## config.mk

```make
export PLATFORM = sky130hd
export DESIGN_NAME = matmul_apb_rd_master
export DESIGN_NICKNAME = d
export VERILOG_FILES = /design/src/rtl/matmul_apb_rd_master.sv
export SDC_FILE = /design/constraint.sdc
export NUM_CORES = 1
export LEC_CHECK = 0
export ABC_CLOCK_PERIOD_IN_PS = 1400
export CORE_MARGIN = 1.5
export CORE_UTILIZATION = 36
export CTS_BUF_LIST = sky130_fd_sc_hd__clkbuf_8
export DETAILED_ROUTE_END_ITERATION = 10
export GPL_TIMING_DRIVEN = 0
export PLACE_DENSITY_LB_ADDON = 0.1
export SYNTH_ARGS = -nofsm -noshare
export SYNTH_HDL_FRONTEND = slang
export SYNTH_SLANG_ARGS = --single-unit
```

## constraint.sdc

```tcl
create_clock -name clk_i -period 1.4 [get_ports clk_i]
set_clock_uncertainty 0.15 [all_clocks]
set_input_delay 0.21 -clock clk_i [delete_from_list [all_inputs] [get_ports clk_i]]
set_output_delay 0.21 -clock clk_i [all_outputs]
set_load 0.01 [all_outputs]
```

## src/rtl/matmul_apb_rd_master.sv

```systemverilog
// Single-read APB master: a one-cycle req_i is the SETUP phase, ACCESS is held until pready_i.
module matmul_apb_rd_master #(
    parameter int ADDR_W = 32,
    parameter int DATA_W = 32
) (
    input  logic              clk_i,
    input  logic              rst_i,
    input  logic              req_i,
    input  logic              abort_i,
    input  logic [ADDR_W-1:0] addr_i,
    output logic              ack_o,
    output logic [DATA_W-1:0] rdata_o,
    output logic              slverr_o,
    output logic              psel_o,
    output logic              penable_o,
    output logic [ADDR_W-1:0] paddr_o,
    input  logic [DATA_W-1:0] prdata_i,
    input  logic              pready_i,
    input  logic              pslverr_i
);

    logic              access_q;
    logic [ADDR_W-1:0] addr_q;

    // Abort drops the bus on the next edge without producing an ack.
    always_ff @(posedge clk_i) begin
        if (rst_i || abort_i) begin
            access_q <= 1'b0;
            addr_q   <= '0;
        end else if (req_i) begin
            access_q <= 1'b1;
            addr_q   <= addr_i;
        end else if (access_q && pready_i) begin
            access_q <= 1'b0;
        end
    end

    assign psel_o    = req_i | access_q;
    assign penable_o = access_q;
    assign paddr_o   = access_q ? addr_q : addr_i;
    assign ack_o     = access_q & pready_i;
    assign rdata_o   = prdata_i;
    assign slverr_o  = pslverr_i;

endmodule

```

-- After elaboration in Yosys (flattened, before gate mapping)
Cells that the tools add are included.
- register bits: 33
- bits in latches: 0
- RAM bits: 0
- ROM bits: 0
- input port bits: 70
- memories kept: 0
- add/sub/neg operators: 0
- multiply operators: 0
- divide/modulo/power cells: 0
- $lt $le $gt $ge: 0
- equality and inequality tests: 0
- shifts and indexed selects: 0
- muxes and demuxes: 3
- bitwise operators: 2
- reductions and logical operators: 3
- operators by type and width (kind ; number):
    $mux 32 ; 1
    $mux 1 ; 2
    $reduce_bool 2->1 ; 1
    $and 1x1->1 ; 1
    $logic_and 1x1->1 ; 1
    $logic_or 1x1->1 ; 1
    $or 1x1->1 ; 1

-- Depth between registers and ports, before layout
Gate-level depths: netlist (run 1).
- word-level depth: 3
- mapped depth: 4
- mapped depth without buffers: 2

-- Worst setup path after synthesis (run 1)
Ideal clock, no wire load.
- path kind: register -> output
- from: reg access_q (netlist: penable_o)
- to: out paddr_o[10]
- arrival: 1001 ps
- data required time: 1040 ps
- path slack: 39 ps
- stages on the path, launching flop included: 4
- cell sequence: dfxtp_1 > buf_6 > buf_6 > mux2_4
- word-level cells in the longest chain between the ends: 1
- ends and longest elaborated chain (item ; line ; text):
    start, declared ; 22 ; logic access_q;
    start signal, assigned ; 28 ; access_q <= 1'b0;
    start signal, assigned ; 31 ; access_q <= 1'b1;
    start signal, assigned ; 34 ; access_q <= 1'b0;
    $mux 32 ; 40 ; assign paddr_o = access_q ? addr_q : addr_i;
    end, declared ; 16 ; output logic [ADDR_W-1:0] paddr_o,
No other way between the ends.

-- Final worst setup path (run 1)
- from: reg access_q (netlist: penable_o)
- to: out paddr_o[15]
The elaborated chain is that of the path after synthesis.

==> impl_metrics.env, run 1 <==
export IMPL_drive_above_1_share=0.4232
export IMPL_crit_chain="buf_8 -> buf_12 -> mux2_4 -> buf_6"
export IMPL_critical_path_class="reg -> out"
export IMPL_startpoint="penable_o"
export IMPL_cts_sinks=33
export IMPL_met3_usage=0.06905
export IMPL_worst_path_max_fanout=10
export IMPL_grtUsageTotal=0.1471
export IMPL_post_route_drc_count=0
export IMPL_r2r_setup_slack_ps=410
export IMPL_drv_cap=0
export IMPL_p_comb_frac=0.324
export IMPL_via_count=1600
export IMPL_worst_pin_slew_ps=155.5
export IMPL_die_y_um=77.32
export IMPL_leakagePower_nw=1.529
export IMPL_via_per_inst=4.408
export IMPL_fin_util=0.6315
export IMPL_slowest_delay_ps=340
export IMPL_die_area_um2=5978
export IMPL_die_x_um=77.32
export IMPL_min_path_type="in -> reg"
export IMPL_worstSetupEndpointType="primary output"
export IMPL_status="finished with violations"
export IMPL_synth_largest_area_cell="dfxtp_1"
export IMPL_gr_total_overflow=0
export IMPL_synth_top_area_share=0.3323
export IMPL_peakVddDrop_mv=0.4645
export IMPL_hp_start="req_i"
export IMPL_start_util=0.3820
export IMPL_wire_per_inst_um=11.86
export IMPL_area_delta_synth_final_pct=65.32
export IMPL_layout_min_cycle_time_ps=1691
export IMPL_synth_cells=180
export IMPL_clkPwrFrac=0.274
export IMPL_tritoncts="yes"
export IMPL_fmaxAchievable_mhz=591.4
export IMPL_power_density_nw_per_um2=745.9
export IMPL_yosys_register_bits=33
export IMPL_design_area_um2=3287
export IMPL_clk_path_buf_depth=2
export IMPL_rsz0062_at_grt="yes"
export IMPL_cts_root_buf="clkbuf_8"
export IMPL_violations="setup timing"
export IMPL_cts_buffers=5
export IMPL_cts_clk_slew_worst_paths_ps=70
export IMPL_grtUsageMet1=0.1669
export IMPL_cp_data_arrival_time_ps=1330
export IMPL_antenna_left=0
export IMPL_ys_seq_area_frac=0.3323
export IMPL_synthTopCellsByArea="dfxtp_1 33%, mux2_4 21%, mux2i_1 16%"
export IMPL_slew_viol_final=0
export IMPL_first_iter_violations=33
export IMPL_place_area_um2=3107
export IMPL_grt_busiest_layer="met2"
export IMPL_swShare=0.2504
export IMPL_p_int_mw=1.838
export IMPL_rows=26
export IMPL_avgSynthCellArea_um2=11.05
export IMPL_hold_viol=0
export IMPL_syn_nets=250
export IMPL_drt_wl_total_um=4305
export IMPL_finalSetupViolations=34
export IMPL_dr_pass1_iters=4
export IMPL_grt_max_degree=11
export IMPL_slowest_stage="dfxtp_2"
export IMPL_timing_final_crit_share=1.208
export IMPL_r2r_start="penable_o"
export IMPL_fin_cells=363
export IMPL_placed_cells=353
export IMPL_worstPathRequired_ps=1040
export IMPL_grt_pass1_vias=1561
export IMPL_hold_buffers=0
export IMPL_power_mw=2.452
export IMPL_holdWs_ps=89.24
export IMPL_setup_ws_ps=-290.8
export IMPL_yosys_warnings=0
export IMPL_hpwl_um=3322
export IMPL_antenna_found_initial=0
export IMPL_slew_headroom=0.8934
export IMPL_synth_cell_type_count=14
export IMPL_crit_family="buffers and inverters"
export IMPL_diodes=0
export IMPL_io_pin_count=138
export IMPL_p_seq_frac=0.402
export IMPL_grt_pass1_wl_um=7003
export IMPL_gp_congestion=0.6747
export IMPL_start_kind="flip-flop"
export IMPL_core_um2=5205
export IMPL_port_buffers=103
export IMPL_switchingPower_uw=614.0
export IMPL_clock_latency_ps=280
export IMPL_fin_nets=362
export IMPL_met2_usage=0.2447
export IMPL_worst_path_buf_inv=3
export IMPL_htreeDepth=2
export IMPL_synth_area_um2=1988
==> synth_stat cells <==
library cell,instances
a21oi_1,1
or2_2,1
nor2_2,2
mux2i_1,32
nor2_1,30
buf_4,33
mux2_2,4
and2_1,1
inv_1,1
buf_6,12
dfxtp_1,33
nand2b_1,1
or2_1,1
mux2_4,28
==> state kept, by name (all words and copies together), names as in the netlist <==
| signal | count |
|---|---|
| addr_q | 32 |
| penable_o | 1 |
==> worst register-to-register path, cell delays in order (launching register included) <==
cell,delay [ps]
dfxtp_2,340
buf_8,130
buf_12,120
nand2b_1,50
a21oi_1,130
==> kinds of logic (layout without fill, tap and decap cells) <==
family	Yosys count	count (layout)	synth area share
muxes	64	64	0.3952
and+or+nand+nor	36	36	0.07553
AOI/OAI and AO/OA	1	1	0.002515
DFF	33	33	0.3323
buffers and inverters	46	159	0.1945
==> path summary, 6_finish.rpt <==
check,to,cells past startpoint
min reg2reg,addr_q[12],2
min,addr_q[31],3
max,paddr_o[15],4
max reg2reg,penable_o,4
==> layout by cell type, fill, tap and decap left out, drive strengths merged <==
master,count
or2,2
clkbuf,6
inv,2
clkdlybuf4s50,68
nand2b,1
buf,80
dlygate4sd2,1
nor2,32
mux2i,32
mux2,32
a21oi,1
clkinv,2
and2,1
dfxtp,33
==> layer usage <==
layer | vias up | wire length [um]
met2 | 93 | 2021
met1 | 717 | 1784
li1 | 784 | -
met5 | - | 0
met3 | 6 | 450
met4 | 0 | 49
==> metrics by stage <==
step / worst slack (ps) / setup TNS, ps
after floorplan: 39.16 / 0
after global placement: -424.1 / -13780
after detailed placement: -421.8 / -13970
after CTS: -401.4 / -10620
after global routing: -340.9 / -10960
final: -290.8 / -9317
==> final cells by class <==
cell class / instances / area, um2
Inverter: 1 / 3.754
Fill cell: 451 / 1918
Clock buffer: 5 / 68.82
Timing Repair Buffer: 106 / 1102
Multi-Input combinational cell: 101 / 955.9
Tap cell: 70 / 87.58
Buffer: 44 / 392.9
Clock inverter: 3 / 13.76
Sequential cell: 33 / 661.9
==> power by group through the flow <==
stage	Combinational [mW]	Clock, mW	Sequential, mW
2_1_floorplan	0.391	0	1.00
3_3_place_gp	0.758	0	1.00
3_5_place_dp	0.762	0	1.01
4_1_cts	0.815	0.696	0.986
5_1_grt	0.846	0.752	0.989
6_report	0.794	0.672	0.986
==> timing repair <==
item | in CTS | in global routing
cloned | 1 | 0
setup endpoints to repair | 35 | 34
buffers inserted | 3 | 0
resized for setup | 179 | 4
(Power assumes the default switching activity.)
==> inputs of run 2 (changes only) <==
--- a/config.mk
+++ b/config.mk
@@ -5,13 +5,14 @@
 export SDC_FILE = /design/constraint.sdc
 export NUM_CORES = 1
 export LEC_CHECK = 0
-export ABC_CLOCK_PERIOD_IN_PS = 1400
+export ABC_CLOCK_PERIOD_IN_PS = 1700
 export CORE_MARGIN = 1.5
 export CORE_UTILIZATION = 36
 export CTS_BUF_LIST = sky130_fd_sc_hd__clkbuf_8
 export DETAILED_ROUTE_END_ITERATION = 10
 export GPL_TIMING_DRIVEN = 0
 export PLACE_DENSITY_LB_ADDON = 0.1
+export SKIP_CTS_REPAIR_TIMING = 1
 export SYNTH_ARGS = -nofsm -noshare
 export SYNTH_HDL_FRONTEND = slang
 export SYNTH_SLANG_ARGS = --single-unit
==> constraint.sdc (replaced) <==
create_clock -name clk_i -period 1.7 [get_ports clk_i]
set_clock_uncertainty 0.15 [all_clocks]
set_input_delay 0.255 -clock clk_i [delete_from_list [all_inputs] [get_ports clk_i]]
set_output_delay 0.255 -clock clk_i [all_outputs]
set_load 0.01 [all_outputs]
==> run 2 against run 1 <==
Compared with the run above:
- the flow still finishes with violations (setup timing)
- clock-buffer cell count did not move
- worst hold slack improved by 46 ps
- utilization fell by 0.96 points
- cell count rose by 0.55%
- global-route usage fell by 0.40 points
- critical endpoint unchanged
- largest power group unchanged
==> impl_metrics.env, run 2 (synthesis results as in run 1) <==
export IMPL_clk_path_buf_depth=2
export IMPL_hp_start="req_i"
export IMPL_worstSetupEndpointType="primary output"
export IMPL_cts_buffers=5
export IMPL_power_mw=1.992
export IMPL_drv_cap=0
export IMPL_hpwl_um=3322
export IMPL_r2r_setup_slack_ps=840
export IMPL_largest_register="addr_q"
export IMPL_htreeDepth=2
export IMPL_critical_path_class="reg -> out"
export IMPL_status="finished with violations"
export IMPL_diodes=0
export IMPL_cts_clk_slew_worst_paths_ps=70
export IMPL_first_iter_violations=40
export IMPL_io_pin_count=138
export IMPL_place_area_um2=3107
export IMPL_core_um2=5205
export IMPL_port_buffers=103
export IMPL_start_kind="flip-flop"
export IMPL_r2r_start="penable_o"
export IMPL_power_density_nw_per_um2=615.6
export IMPL_antenna_left=0
export IMPL_via_count=1614
export IMPL_final_seq_area_um2=661.9
export IMPL_slew_headroom=0.8919
export IMPL_slew_viol_final=0
export IMPL_peakVddDrop_mv=0.3821
export IMPL_grt_max_degree=11
export IMPL_tritoncts="yes"
export IMPL_grt_pass1_wl_um=6768
export IMPL_wire_per_inst_um=11.79
export IMPL_antenna_found_initial=0
export IMPL_fill_cells=475
export IMPL_timing_final_crit_share=1.081
export IMPL_dr_pass1_iters=4
export IMPL_r2r_end="penable_o"
export IMPL_min_path_type="in -> reg"
export IMPL_multiInputGateArea_um2=943.4
export IMPL_layout_min_cycle_time_ps=1838
export IMPL_largest_register_ffs=32
export IMPL_worst_pin_slew_ps=157.6
export IMPL_finalSetupViolations=29
export IMPL_cts_sinks=33
export IMPL_cts_root_buf="clkbuf_8"
export IMPL_start_util=0.3820
export IMPL_min_to="addr_q[31]"
export IMPL_via_per_inst=4.422
export IMPL_rows=26
export IMPL_hold_depth=3
export IMPL_gr_total_overflow=0
export IMPL_worst_path_max_fanout=10
export IMPL_die_area_um2=5978
export IMPL_die_y_um=77.32
export IMPL_setup_ws_ps=-137.9
export IMPL_final_cell_mix="69 x clkdlybuf4s50_1, 35 x buf_4, 32 x mux2i_1, 32 x dfxtp_1, 30 x nor2_1"
export IMPL_area_delta_synth_final_pct=62.81
export IMPL_grt_pass1_vias=1518
export IMPL_design_area_um2=3237
export IMPL_rsz0062_at_grt="yes"
export IMPL_post_route_drc_count=0
export IMPL_drt_wl_total_um=4305
export IMPL_gp_congestion=0.6747
export IMPL_final_common_cell="clkdlybuf4s50_1"
export IMPL_violations="setup timing"
export IMPL_clock_latency_ps=280
export IMPL_drive_above_1_share=0.4136
export IMPL_rr_worst_depth=3
export IMPL_hold_viol=0
export IMPL_grtUsageTotal=0.1431
export IMPL_worstPathRequired_ps=1290
export IMPL_tns_ps=-3529
export IMPL_die_x_um=77.32
export IMPL_leakagePower_nw=1.536
export IMPL_cp_data_arrival_time_ps=1430
export IMPL_fmaxAchievable_mhz=544.1
export IMPL_fin_nets=364
[run 2: cell count changes in the layout (fill, tap and decap cells not counted), moves of 2 or more]
cell,before,now
clkbuf_2,1,13
buf_6,42,27
dlymetal6s2s_1,0,4
mux2_4,32,28
mux2_2,0,4
buf_4,33,35
[run 2: routing by layer]
layer,track usage,vias up,part of all wire
met4,0.04364,0,0.011
met1,0.1626,725,0.41
met2,0.2360,93,0.48
li1,-,790,-
met3,0.06905,6,0.10
met5,0,-,0
[run 2: layout make-up]
type,instances,share of cell area
buffer,45,0.1264
clock buffer,5,0.02126
clock inverter,3,0.004252
inverter,1,0.001160
multi-input combinational,101,0.2915
sequential,33,0.2045
tap,70,0.02706
timing repair buffer,107,0.3239
[run 2: how the worst max path moves through the flow]
stage / startpoint / end / slack [ps] / depth (start not counted)
finish: penable_o / paddr_o[15] / -140 / 5
global route: penable_o / paddr_o[19] / -190 / 5
CTS: penable_o / paddr_o[8] / -480 / 4
detailed placement: penable_o / paddr_o[8] / -170 / 4
global placement: penable_o / paddr_o[11] / -170 / 4
floorplan: penable_o / paddr_o[10] / 290 / 3
[run 2: report_power, final]
| group | total (mW) | internal, mW | leakage (nW) | switching (mW) |
|---|---|---|---|---|
| Clock | 0.554 | 0.277 | 0.0491 | 0.277 |
| Sequential | 0.812 | 0.799 | 0.269 | 0.0123 |
| Combinational | 0.627 | 0.415 | 1.22 | 0.212 |
[run 2: metrics by stage]
stage,std cells,worst slack (ps),hold slack (ps),utilization
global route,365,-186.9,155.6,0.6219
detailed placement,353,-166.8,332.1,0.5969
floorplan,180,294.2,251.9,-
global placement,353,-169.1,317.0,0.5969
finish,365,-137.9,135.6,0.6219
CTS,361,-476.2,134.9,0.6127
[run 2: worst max-delay path: stages, from the launching register on]
cell,delay (ps)
dfxtp_2,320
buf_6,130
buf_4,140
buf_12,140
mux2_4,300
buf_6,120
